## config.mk

```make
export PLATFORM = sky130hd
export DESIGN_NAME = comparator_flat
export DESIGN_NICKNAME = d
export VERILOG_FILES = /design/src/rtl/comparator_if.sv /design/src/rtl/comparator.sv /design/src/flat_wrapper.sv
export SDC_FILE = /design/constraint.sdc
export NUM_CORES = 1
export LEC_CHECK = 0
export CAP_MARGIN = 10
export CORE_AREA = 5 5 294 296
export DETAILED_ROUTE_END_ITERATION = 16
export DIE_AREA = 0 0 299 301
export PLACE_DENSITY_LB_ADDON = 0.05
export SYNTH_ARGS = -nofsm -noshare
export SYNTH_HDL_FRONTEND = slang
export SYNTH_SLANG_ARGS = --single-unit
```

## constraint.sdc

```tcl
create_clock -name clk -period 6.1 [get_ports clk]
set_input_delay 1.22 -clock clk [delete_from_list [all_inputs] [get_ports clk]]
set_output_delay 1.22 -clock clk [all_outputs]
set_load 0.005 [all_outputs]
```

## src/rtl/comparator_if.sv

```systemverilog
// Candidate/target operand bundle and registered compare result for the
// 256-bit hash comparator.
interface comparator_if;
    logic [255:0] hashOut;
    logic [255:0] target;
    logic         out;
    logic [255:0] outHash;

    modport master (
        output hashOut,
        output target,
        input  out,
        input  outHash
    );

    modport slave (
        input  hashOut,
        input  target,
        output out,
        output outHash
    );
endinterface

```

## src/rtl/comparator.sv

```systemverilog
// Two-stage pipelined 256-bit unsigned "hashOut <= target" compare.
// Stage 1 registers per-64-bit-slice flags; stage 2 resolves them MSB first.
module comparator (
    input  logic        clk,
    input  logic        reset,
    comparator_if.slave cmp
);
    logic [3:0]   lt_s1;
    logic [3:0]   eq_s1;
    logic [255:0] hash_s1;
    logic         pass;
    logic         out_r;
    logic [255:0] outhash_r;

    for (genvar s = 0; s < 4; s++) begin : g_slice
        always_ff @(posedge clk) begin
            if (reset) begin
                lt_s1[s] <= 1'b0;
                eq_s1[s] <= 1'b0;
            end else begin
                lt_s1[s] <= cmp.hashOut[s*64 +: 64] <  cmp.target[s*64 +: 64];
                eq_s1[s] <= cmp.hashOut[s*64 +: 64] == cmp.target[s*64 +: 64];
            end
        end
    end

    always_ff @(posedge clk) begin
        if (reset) begin
            hash_s1 <= '0;
        end else begin
            hash_s1 <= cmp.hashOut;
        end
    end

    // The highest unequal slice decides; all-equal passes. Cleared flags
    // (lt=0, eq=0) resolve to fail, so a flushed stage 1 never passes.
    always_comb begin
        pass = lt_s1[3] | (eq_s1[3] &
               (lt_s1[2] | (eq_s1[2] &
               (lt_s1[1] | (eq_s1[1] &
               (lt_s1[0] | eq_s1[0]))))));
    end

    always_ff @(posedge clk) begin
        if (reset) begin
            out_r     <= 1'b0;
            outhash_r <= '0;
        end else begin
            out_r     <= pass;
            outhash_r <= pass ? hash_s1 : '0;
        end
    end

    assign cmp.out     = out_r;
    assign cmp.outHash = outhash_r;
endmodule

```

## src/flat_wrapper.sv

```systemverilog
// flat-port wrapper written by rule: the top's interface ports become plain ports
module comparator_flat 
  (clk, reset, cmp_hashOut, cmp_target, cmp_out, cmp_outHash);
  comparator_if cmp_i ();
  input  logic clk;
  input  logic reset;
  input wire logic [$bits(cmp_i.hashOut)-1:0] cmp_hashOut;
  input wire logic [$bits(cmp_i.target)-1:0] cmp_target;
  output wire logic [$bits(cmp_i.out)-1:0] cmp_out;
  output wire logic [$bits(cmp_i.outHash)-1:0] cmp_outHash;
  assign cmp_i.hashOut = cmp_hashOut;
  assign cmp_i.target = cmp_target;
  assign cmp_out = cmp_i.out;
  assign cmp_outHash = cmp_i.outHash;
  comparator u_core (.clk(clk), .reset(reset), .cmp(cmp_i));
endmodule
```

==> summary.md, run 1 <==
| Metric | Value |
|---|---|
| CTS tree | `done` |
| Worst hold slack | `between 0.4 and 0.5 ns` |
| I/O pins | `771` |
| Worst VDD drop | `about 0.17 mV` |
| DR vias/cell | `slightly above 4` |
| Vias | `approximately 16,000` |
| Residual DRC | `0` |
| Total clock sinks | `around 520` |
| Final nets | `roughly 3,600` |
| DRT Wirelength | `just under 80 mm` |
| Synth unique cells | `between 40 and 50` |
| Synth area leader | `dfxtp_1` |
| Share of cells above drive strength 1 | `4.04%` |
| Worst Skew | `0.0132 ns` |
| Power Density | `roughly 270 nW/um^2` |
| Xor and xnor area share after synthesis | `0%` |
| Root buf cell | `clkbuf_16` |
| Mux cell area share after synthesis | `0%` |
| RSZ-0062 raised after global routing | `no` |
| Worst-path clk slew | `approximately 0.06 ns` |
| Drt first pass iters | `4` |
| Tmin final | `approximately 3.5 ns` |
| Synth warnings | `0` |
| Post-Synthesis Cells | `roughly 2,000` |
| Most frequent CP cell | `nand4_1` |
| Crit path required time | `6.64 ns` |
| Outcome | `finished, final reports clean` |
| Core area | `83,300 um^2` |
| Final worst setup slack | `~2.6 ns` |
| Final Wtd Congestion | `just over 0.9` |
| First-pass GRT wire length | `around 110 mm` |
| Period utilisation layout | `a little under three fifths` |
| Slowest CP cell | `nor4_1` |
| Area Growth Syn to Fin | `54.8%` |
| Placed instance area | `29,200 um^2` |
| Die W | `approximately 300 um` |
| Setup_tns | `0 ns` |
| Synth Area in Compound Gates | `approximately 5.8%` |
| Fin util | `between 30% and 40%` |
| All-Layer GR Usage | `16.8%` |
| Final Instance Area | `31,400 um^2` |
| Setup Fix Bufs, Post-CTS | `0` |
| Pint | `6510 uW` |
| Switching Fraction | `a little under a quarter` |
| Cells along the critical path | `clkdlybuf4s50_1, inv_1, ha_1, nand4_1, nor3_1, nand4_1, or3_1, nor4_1, and4bb_2` |
| Critical path launch point type | `input port` |
| Hold violation total from the final report | `0` |
| Starting DRC count in detailed routing | `between 400 and 500` |
| Die H | `roughly 300 um` |
| Yosys reg bits | `~520` |
| Logic pwr share | `11.9%` |
| Syn avg cell area | `10.1 um^2` |
| P_sw | `1910 uW` |
| Sequential share of power | `between 40% and 50%` |
| Max frequency | `around 0.29 GHz` |
| Final Max Slew Viols | `0` |
| Die area | `90,000 um^2` |
| Number of setup violations in the final report | `0` |
| CTS Buffer Depth | `3` |
| Area contributors post-synth | `dfxtp_1 (51%), ha_1 (16%), nor2b_1 (8.0%)` |
| Area share of fa/ha/maj cells after synthesis | `approximately 16%` |
| Detailed placement HPWL | `64.3 mm` |
| Largest net degree at the start of global routing | `approximately 200` |
| Post-CTS Hold Fix Bufs | `0` |
| Grt total ovfl | `0` |
| Synth Flop Type | `dfxtp_1` |
| # H-tree levels | `2` |
| Post-Syn Nets | `between 2,000 and 3,000` |
| Critical Path End Type | `register` |
| Synth Area in Simple Gates | `21.1%` |
| DR WL/cell | `about 20 um` |
| Clk pwr share | `between 40% and 50%` |
| Initial Util | `24.3%` |
| Slew @ Worst Pin | `a little under 0.9 ns` |
| Port bufs | `between 700 and 800` |
| Filler Cells Inserted | `approximately 8,300` |
| Worst path arrival time | `roughly 4 ns` |
| Hold WC Path Type | `register to register` |
| Post-synth ARST share | `0%` |
| Largest family of logic cells by synthesized area | `simple AND/OR/NAND/NOR gates` |
| FP Rows | `between 100 and 150` |
| Initial antenna violation count | `33` |
| Post-route ant nets | `0` |
| Max_cap viols | `0` |
| P_leak | `approximately 0.014 uW` |
| Post-CTS sizing | `0` |
| Post-place setup slack | `2.02 ns` |
| Sequential share of the synthesized area | `a little over 50%` |
| Post-Syn Area | `approximately 20,000 um^2` |
| Clk Latency, worst-skew pair | `0.61 ns` |
| Relative slew slack | `approximately 40%` |
| TritonCTS Buffers | `61` |
| Type of the worst setup path | `input port to register` |
| Area share of the largest cell type after synthesis | `51.5%` |
| Number of synthesized flops with an enable pin | `0` |
| Vias in the first global route | `roughly 17,000` |
| CP max stage delay | `between 0.5 and 0.6 ns` |
| Crit Path Max Fanout | `3` |
[worst max-delay path, delay by kind of cell]
kind | cells | cell delay [ns]
simple gates | 6 | 2.02
buf+inv | 2 | 0.50
fa+ha+maj | 1 | 0.31
[flip-flops by register name, summed over array words and instances, names as in the netlist]
| name | flops |
|---|---|
| u_core.cmp.outHash | 256 |
| u_core.hash_s1 | 256 |
| u_core.lt_s1 | 4 |
| u_core.eq_s1 | 4 |
| u_core.cmp.out | 1 |
[kinds of logic after synthesis]
group / count (synthesis)
buf+inv: 317
flops: 521
simple gates: 725
compound gates: 195
fa+ha+maj: 256
[path summary, 6_finish.rpt]
check,startpoint,slack (ns),endpoint,depth (start not counted)
min,u_core.hash_s1[9],0.42,u_core.cmp.outHash[9],1
max,cmp_target[178],2.59,u_core.eq_s1[2],9
min reg2reg,u_core.hash_s1[9],0.42,u_core.cmp.outHash[9],1
max reg2reg,u_core.lt_s1[0],3.77,u_core.cmp.outHash[60],7
[cell usage after synthesis (3+ instances only)]
cell type	instances
dfxtp_1	521
inv_1	260
nor2b_1	258
and2_1	257
ha_1	256
a21oi_1	96
nand2_1	60
clkbuf_1	57
nand3_1	38
nand4_1	34
nor2_1	34
o21ai_0	34
a211oi_1	17
nor3_1	16
a21o_1	13
nor4_1	9
and4_1	6
a2111oi_0	4
a221o_1	4
a221oi_1	4
a2bb2oi_1	3
o211ai_1	3
o22ai_1	3
[cell usage in the layout, fill, tap and decap left out, types with 3 or more instances in the layout]
cell             count
and4_1               6
inv_1              260
o211ai_1             3
clkbuf_16           63
a221o_1              4
a211oi_1            17
nor2b_1            258
nor4_1               9
nor3_1              16
nor2_1              33
nand3_1             38
dfxtp_1            521
ha_1               256
a21oi_1             96
a2bb2oi_1            3
clkinvlp_4           5
o21ai_0             34
a2111oi_0            4
diode_2             17
clkbuf_8            11
o22ai_1              3
clkdlybuf4s50_1    769
a221oi_1             4
nand4_1             34
and2_1             257
clkbuf_1            13
nand2_1             60
bufinv_16            9
a21o_1              13
clkinv_2            11
[layout make-up]
cell class	count	area, um^2	share of cell area, %
sequential	521	10400	33.2
timing repair buffer	774	7770	24.8
tap	1080	1350	4.31
clock buffer	87	1780	5.66
multi-input combinational	1176	8650	27.6
inverter	260	976	3.11
clock inverter	27	380	1.21
antenna	17	42.5	0.136
[power groups by stage]
stage	Combinational [uW]	Sequential (uW)	Clock, uW
after floorplan	406	3640	0
after global placement	1010	3640	0
after detailed placement	1020	3640	0
after CTS	1030	3570	4010
after global routing	1120	3580	4150
final	1000	3560	3860
[layer usage]
metal,part of all wire (%),GRT usage [%]
met5,0.28,0
met4,2.4,4.56
met3,8.8,6.86
met2,52,31.7
met1,36,17.0
[through the flow]
stage                     total power [uW]  instances
final                                 8430       3942
after global routing                  8850       3932
after CTS                             8600       3925
after detailed placement              4660       3811
after global placement                4650       3811
after floorplan                       4040       2014
Note: power is estimated with default switching activity, not from simulation.
==> run 2, diff against run 1 <==
Clock period 6.1 ns to 3.1 ns, I/O delays scaled along.
==> run 2 against run 1 <==
  * Sequential share of layout area fell by 0.32 points
  * Critical path depth rose by 1
  * Routed wire length rose by 0.50%
  * Critical endpoint unchanged
  * Critical path type unchanged
  * Largest power group unchanged
  * Via count rose by 0.78%
  * Worst setup slack got worse by 2.2 ns
  * Register-to-register slack got worse by 3.0 ns
==> summary.md, run 2 (synthesis results as in run 1) <==
| Metric | Value |
|---|---|
| Pint | `roughly 13,000 uW` |
| Power Density | `527 nW/um^2` |
| Fin util | `about two fifths` |
| Vias in the first global route | `between 15,000 and 20,000` |
| Switching Fraction | `a little under a quarter` |
| Post-Layout Cell Count | `between 3,000 and 4,000` |
| FP Rows | `106` |
| CTS Buffer Depth | `3` |
| Type of the worst setup path | `input port to register` |
| DRT Wirelength | `just under 80 mm` |
| Setup Fix Bufs, Post-CTS | `0` |
| Clk pwr share | `around 46%` |
| DR WL/cell | `19.9 um` |
| Multi-input gate area | `a little under 9000 um^2` |
| Post-CTS sizing | `0` |
| Final worst setup slack | `slightly above 0.4 ns` |
| Period utilisation layout | `between 80 and 90%` |
| Clk Latency, worst-skew pair | `between 0.6 and 0.7 ns` |
| Area Growth Syn to Fin | `56.3%` |
| Crit path required time | `between 3 and 4 ns` |
| DR vias/cell | `4.04` |
| Dpl cells | `3,845` |
| Post-place setup slack | `-0.229 ns` |
| Max_cap viols | `0` |
| Post-CTS Hold Fix Bufs | `0` |
| Post-route ant nets | `0` |
| Cells along the critical path | `clkdlybuf4s50_1, inv_1, ha_1, nand3_1, nor3_1, nand4_1, or3_1, nor4_1, buf_4, and4bb_2` |
| Starting DRC count in detailed routing | `roughly 470` |
| # H-tree levels | `2` |
| First-pass GRT wire length | `approximately 110 mm` |
| Setup_tns | `0 ns` |
| I/O pins | `between 700 and 800` |
| RSZ-0062 raised after global routing | `no` |
| TritonCTS Buffers | `61` |
| Final Max Slew Viols | `0` |
| Initial antenna violation count | `slightly above 40` |
| Outcome | `finished, final reports clean` |
| Reg area | `around 10,000 um^2` |
| CTS tree | `done` |
| Critical Path End Type | `register` |
| All-Layer GR Usage | `about 17%` |
| Die area | `about 90,000 um^2` |
| Most common cell after layout, fill and taps aside | `clkdlybuf4s50_1` |
| Die H | `between 300 and 400 um` |
| Sequential share of power | `between 40% and 50%` |
| Critical path launch point type | `input port` |
| Relative slew slack | `58.6%` |
| Hold WC Path Type | `input port to register` |
| Total clock sinks | `521` |
| Max frequency | `between 0.3 and 0.4 GHz` |
| Final nets | `3,598` |
| P_sw | `around 3800 uW` |
| Initial Util | `between 20% and 30%` |
| Slowest CP cell | `clkdlybuf4s50_1` |
| Worst VDD drop | `0.323 mV` |
| Pwr Total | `around 17,000 uW` |
| Logic pwr share | `roughly an eighth` |
| Hold violation total from the final report | `0` |
| Filler Cells Inserted | `~8,300` |
| CP max stage delay | `about 0.45 ns` |
| Vias | `16,100` |
| Number of setup violations in the final report | `0` |
| Crit Path Max Fanout | `3` |
| Root buf cell | `clkbuf_16` |
| Core area | `about 83,000 um^2` |
| Slew @ Worst Pin | `~0.6 ns` |
| Tmin final | `between 2 and 3 ns` |
| Port bufs | `between 700 and 800` |
| Drt first pass iters | `6` |
| Die W | `around 300 um` |
| Share of cells above drive strength 1 | `under 10%` |
| Worst path arrival time | `between 3 and 4 ns` |
| Residual DRC | `0` |
| Largest net degree at the start of global routing | `125` |
| Final Wtd Congestion | `about 0.88` |
| Worst-path clk slew | `about 0.060 ns` |
| Flop-to-flop setup slack | `about 0.8 ns` |
| Commonest non-fill, non-tap cells in the layout | `clkdlybuf4s50_1 (769), dfxtp_1 (521), inv_1 (260)` |
| Grt total ovfl | `0` |
| P_leak | `~0.014 uW` |
| Worst Skew | `approximately 0.017 ns` |
| Detailed placement HPWL | `65.0 mm` |
run 2: final cells by class:
cell class                 instances  share of cell area [%]
sequential                       521                    32.9
multi-input combinational       1176                    27.3
timing repair buffer             808                    25.4
clock buffer                      87                    5.64
tap                             1080                    4.27
inverter                         260                    3.08
clock inverter                    27                    1.20
antenna                           27                   0.213
run 2: metrics by stage:
step,hold slack (ns),cell area (um^2)
after floorplan,0.406,20300
after global placement,0.407,29400
after detailed placement,0.410,29400
after CTS,0.368,31600
after global routing,0.386,31600
final,0.397,31700
run 2: per-layer routing:
layer / track usage (%) / wire (um) / share of wire (%)
met3: 7.24 / 7150 / 9.0
met4: 6.36 / 2780 / 3.5
met2: 31.0 / 40600 / 51
met1: 17.0 / 28600 / 36
met5: 0 / 241 / 0.30
run 2: final timing paths:
check                     startpoint                endpoint  depth (start not counted)
setup / recovery     cmp_target[190]         u_core.eq_s1[2]                         10
hold reg to reg   u_core.hash_s1[97]  u_core.cmp.outHash[97]                          1
hold / removal                 reset     u_core.hash_s1[249]                          2
setup reg to reg     u_core.eq_s1[0]  u_core.cmp.outHash[59]                          7
run 2: worst max-delay path: cells and delay by family:
family        cells  cell delay (ns)
fa+ha+maj         1             0.29
simple gates      6             1.68
buf+inv           3             0.66
run 2: power groups by stage:
stage	clock (uW)	combinational (uW)	sequential [uW]
floorplan	0	798	7160
global placement	0	2030	7160
detailed placement	0	2050	7160
CTS	7920	2070	7020
global route	8190	2260	7040
finish	7650	2020	7010
==> run 3, diff against run 2 <==
Settings changed: ABC_AREA from default to 1, CORE_AREA 5 5 294 296 to 5 5 293 295, DIE_AREA 0 0 299 301 to 0 0 298 300, GPL_TIMING_DRIVEN from default to 0.
==> run 3 against run 2 <==
  * Global-route usage is 0.56 points higher
  * Area after synthesis is 5.4% higher
  * Critical path depth is 9 lower
  * Clock power is 2% lower
  * Fmax is 26% higher
  * Largest cell class unchanged
  * Largest power group unchanged
==> summary.md, run 3 <==
| Metric | Value |
|---|---|
| Outcome | `finished, final reports clean` |
| Pint | `~13,000 uW` |
| CTS tree | `done` |
| Area Growth Syn to Fin | `52.5%` |
| Final nets | `4,314` |
| CP top delay family | `buffers and inverters` |
| Clk pwr share | `between 40% and 50%` |
| Top cells by count, synth | `inv_1 (808), nor2_1 (584), dfxtp_1 (521), ha_1 (256), nand2_1 (252)` |
| Post-place setup slack | `approximately 0.26 ns` |
| RSZ-0062 raised after global routing | `no` |
| Initial Util | `around a quarter` |
| Post-Synthesis Cells | `around 2,700` |
| Post-CTS Hold Fix Bufs | `0` |
| Pwr Total | `approximately 17,000 uW` |
| Die W | `about 300 um` |
| Worst-path clk slew | `around 0.06 ns` |
| Vias | `about 18,000` |
| Critical Path End Type | `output port` |
| Slowest CP cell | `clkdlybuf4s50_1` |
| Final Max Slew Viols | `0` |
| Cells along the critical path | `clkdlybuf4s50_1` |
| Fin util | `about 39%` |
| Logic pwr share | `12.9%` |
| Commonest non-fill, non-tap cells in the layout | `inv_1 (808), clkdlybuf4s50_1 (769), nor2_1 (584)` |
| Worst path arrival time | `between 1.5 and 2 ns` |
| Sequential share of the synthesized area | `slightly below 50%` |
| I/O pins | `a little under 800` |
| Synth warnings | `0` |
| P_leak | `~0.016 uW` |
| Number of setup violations in the final report | `0` |
| DR vias/cell | `~3.9` |
| Root buf cell | `clkbuf_16` |
| Vias in the first global route | `19,300` |
| Starting DRC count in detailed routing | `around 510` |
| Synth Flop Type | `dfxtp_1` |
| All-Layer GR Usage | `between 10% and 20%` |
| Tmin final | `2.14 ns` |
| Sequential share of power | `about 42%` |
| Relative slew slack | `42.6%` |
| First-pass GRT wire length | `117 mm` |
| Core area | `around 83,000 um^2` |
| Area contributors post-synth | `dfxtp_1 (49%), ha_1 (15%), inv_1 (14%)` |
| Total clock sinks | `about 520` |
| Critical path launch point type | `register` |
| Drt first pass iters | `4` |
| DRT Wirelength | `80.6 mm` |
| Grt total ovfl | `0` |
| Crit Path Max Fanout | `1` |
| Post-CTS sizing | `0` |
| Area share of the largest cell type after synthesis | `between 40% and 50%` |
| Number of synthesized flops with an enable pin | `0` |
| M1 WL | `between 30 and 40 mm` |
| WP buf/inv | `1` |
| Residual DRC | `0` |
| Yosys reg bits | `~520` |
| Die area | `slightly below 90,000 um^2` |
| Hold WC Path Type | `register to register` |
| Synth area leader | `dfxtp_1` |
| Post-Syn Nets | `3,477` |
| Setup_tns | `0 ns` |
| Port bufs | `a little under 800` |
| Most common cell after layout, fill and taps aside | `inv_1` |
| DR WL/cell | `roughly 17 um` |
| Clk Latency, worst-skew pair | `between 0.5 and 0.6 ns` |
| Detailed placement HPWL | `~69 mm` |
| Worst hold slack | `0.394 ns` |
| Crit path required time | `approximately 2.5 ns` |
| CP max stage delay | `0.65 ns` |
| Switching Fraction | `a little under a quarter` |
| Hold violation total from the final report | `0` |
| Period utilisation layout | `68.9%` |
| Type of the worst setup path | `register to output port` |
| Post-Syn Area | `roughly 21,000 um^2` |
| # H-tree levels | `3` |
| Power Density | `approximately 500 nW/um^2` |
| Post-route ant nets | `0` |
| Top layer reached by signal wires | `met5` |
| FP Rows | `about 110` |
| Setup Fix Bufs, Post-CTS | `0` |
| Largest net degree at the start of global routing | `13` |
| Worst Skew | `0.0165 ns` |
| Count leader, synth | `inv_1` |
| Die H | `around 300 um` |
| Worst VDD drop | `between 0.3 and 0.4 mV` |
| Final worst setup slack | `around 0.96 ns` |
| Initial antenna violation count | `29` |
| TritonCTS Buffers | `66` |
| Max_cap viols | `0` |
| WL met3 | `around 5.9 mm` |
| Share of cells above drive strength 1 | `under 10%` |
| Flop-to-flop setup slack | `about 1.2 ns` |
| Final Wtd Congestion | `~0.9` |
| P_sw | `3950 uW` |
| Max frequency | `between 0.4 and 0.5 GHz` |
| Slew @ Worst Pin | `approximately 0.86 ns` |
| Post-synth ARST share | `0%` |
| Synth unique cells | `25` |
| Syn avg cell area | `approximately 8 um^2` |
| CTS Buffer Depth | `3` |
| Wire length on met2 | `slightly above 40 mm` |
run 3: changes by cell type after synthesis, sizes merged, moves of 17 or more:
cell,change
a211oi,-17
a21oi,+21
and2,-258
buf,+30
clkbuf,-30
inv,+549
nand2,+192
nand4,-19
nor2,+550
nor2b,-258
run 3: worst paths after layout:
check,startpoint,to,depth (start not counted)
setup / recovery,u_core.cmp.outHash[202],cmp_outHash[202],1
hold / removal,u_core.hash_s1[212],u_core.cmp.outHash[212],2
setup reg to reg,u_core.eq_s1[0],u_core.cmp.outHash[79],8
hold reg to reg,u_core.hash_s1[212],u_core.cmp.outHash[212],2
run 3: cells by family (layout without fill, tap and decap cells):
group | Yosys count | count (layout) | share of synthesized area, %
buffers and inverters | 866 | 1747 | 15.7
AND/OR/NAND/NOR | 899 | 899 | 16.3
flip-flops | 521 | 521 | 48.8
adder cells (fa/ha/maj) | 256 | 256 | 15.0
other | 0 | 20 | 0
AO/OA/AOI/OAI | 165 | 165 | 4.15
run 3: stage by stage:
| step | area, um^2 | std cells |
|---|---|---|
| 6_report | 32600 | 4688 |
| 5_1_grt | 32600 | 4686 |
| 4_1_cts | 32500 | 4668 |
| 3_5_place_dp | 30400 | 4556 |
| 3_3_place_gp | 30400 | 4556 |
| 2_1_floorplan | 21400 | 2707 |
run 3: layout make-up:
type,count,area (um^2)
Fill cell,8463,50300
Sequential cell,521,10400
Timing Repair Buffer,769,7700
Multi-Input combinational cell,1320,7570
Inverter,809,3040
Clock buffer,91,1860
Tap cell,1080,1350
Buffer,57,320
Clock inverter,21,249
Antenna cell,20,50.0
run 3: power groups by stage:
| stage | Combinational, uW | Sequential [uW] | Clock [uW] |
|---|---|---|---|
| CTS | 2200 | 7030 | 7760 |
| global route | 2450 | 7050 | 8040 |
| detailed placement | 2190 | 7180 | 0 |
| global placement | 2170 | 7170 | 0 |
| floorplan | 931 | 7170 | 0 |
| finish | 2160 | 7030 | 7470 |
run 3: routing by layer:
| layer | vias to the layer above | track usage, % |
|---|---|---|
| li1 | 9558 | - |
| met1 | 8222 | 18.2 |
| met2 | 510 | 32.3 |
| met3 | 124 | 5.57 |
| met4 | 10 | 7.06 |
| met5 | - | 0 |
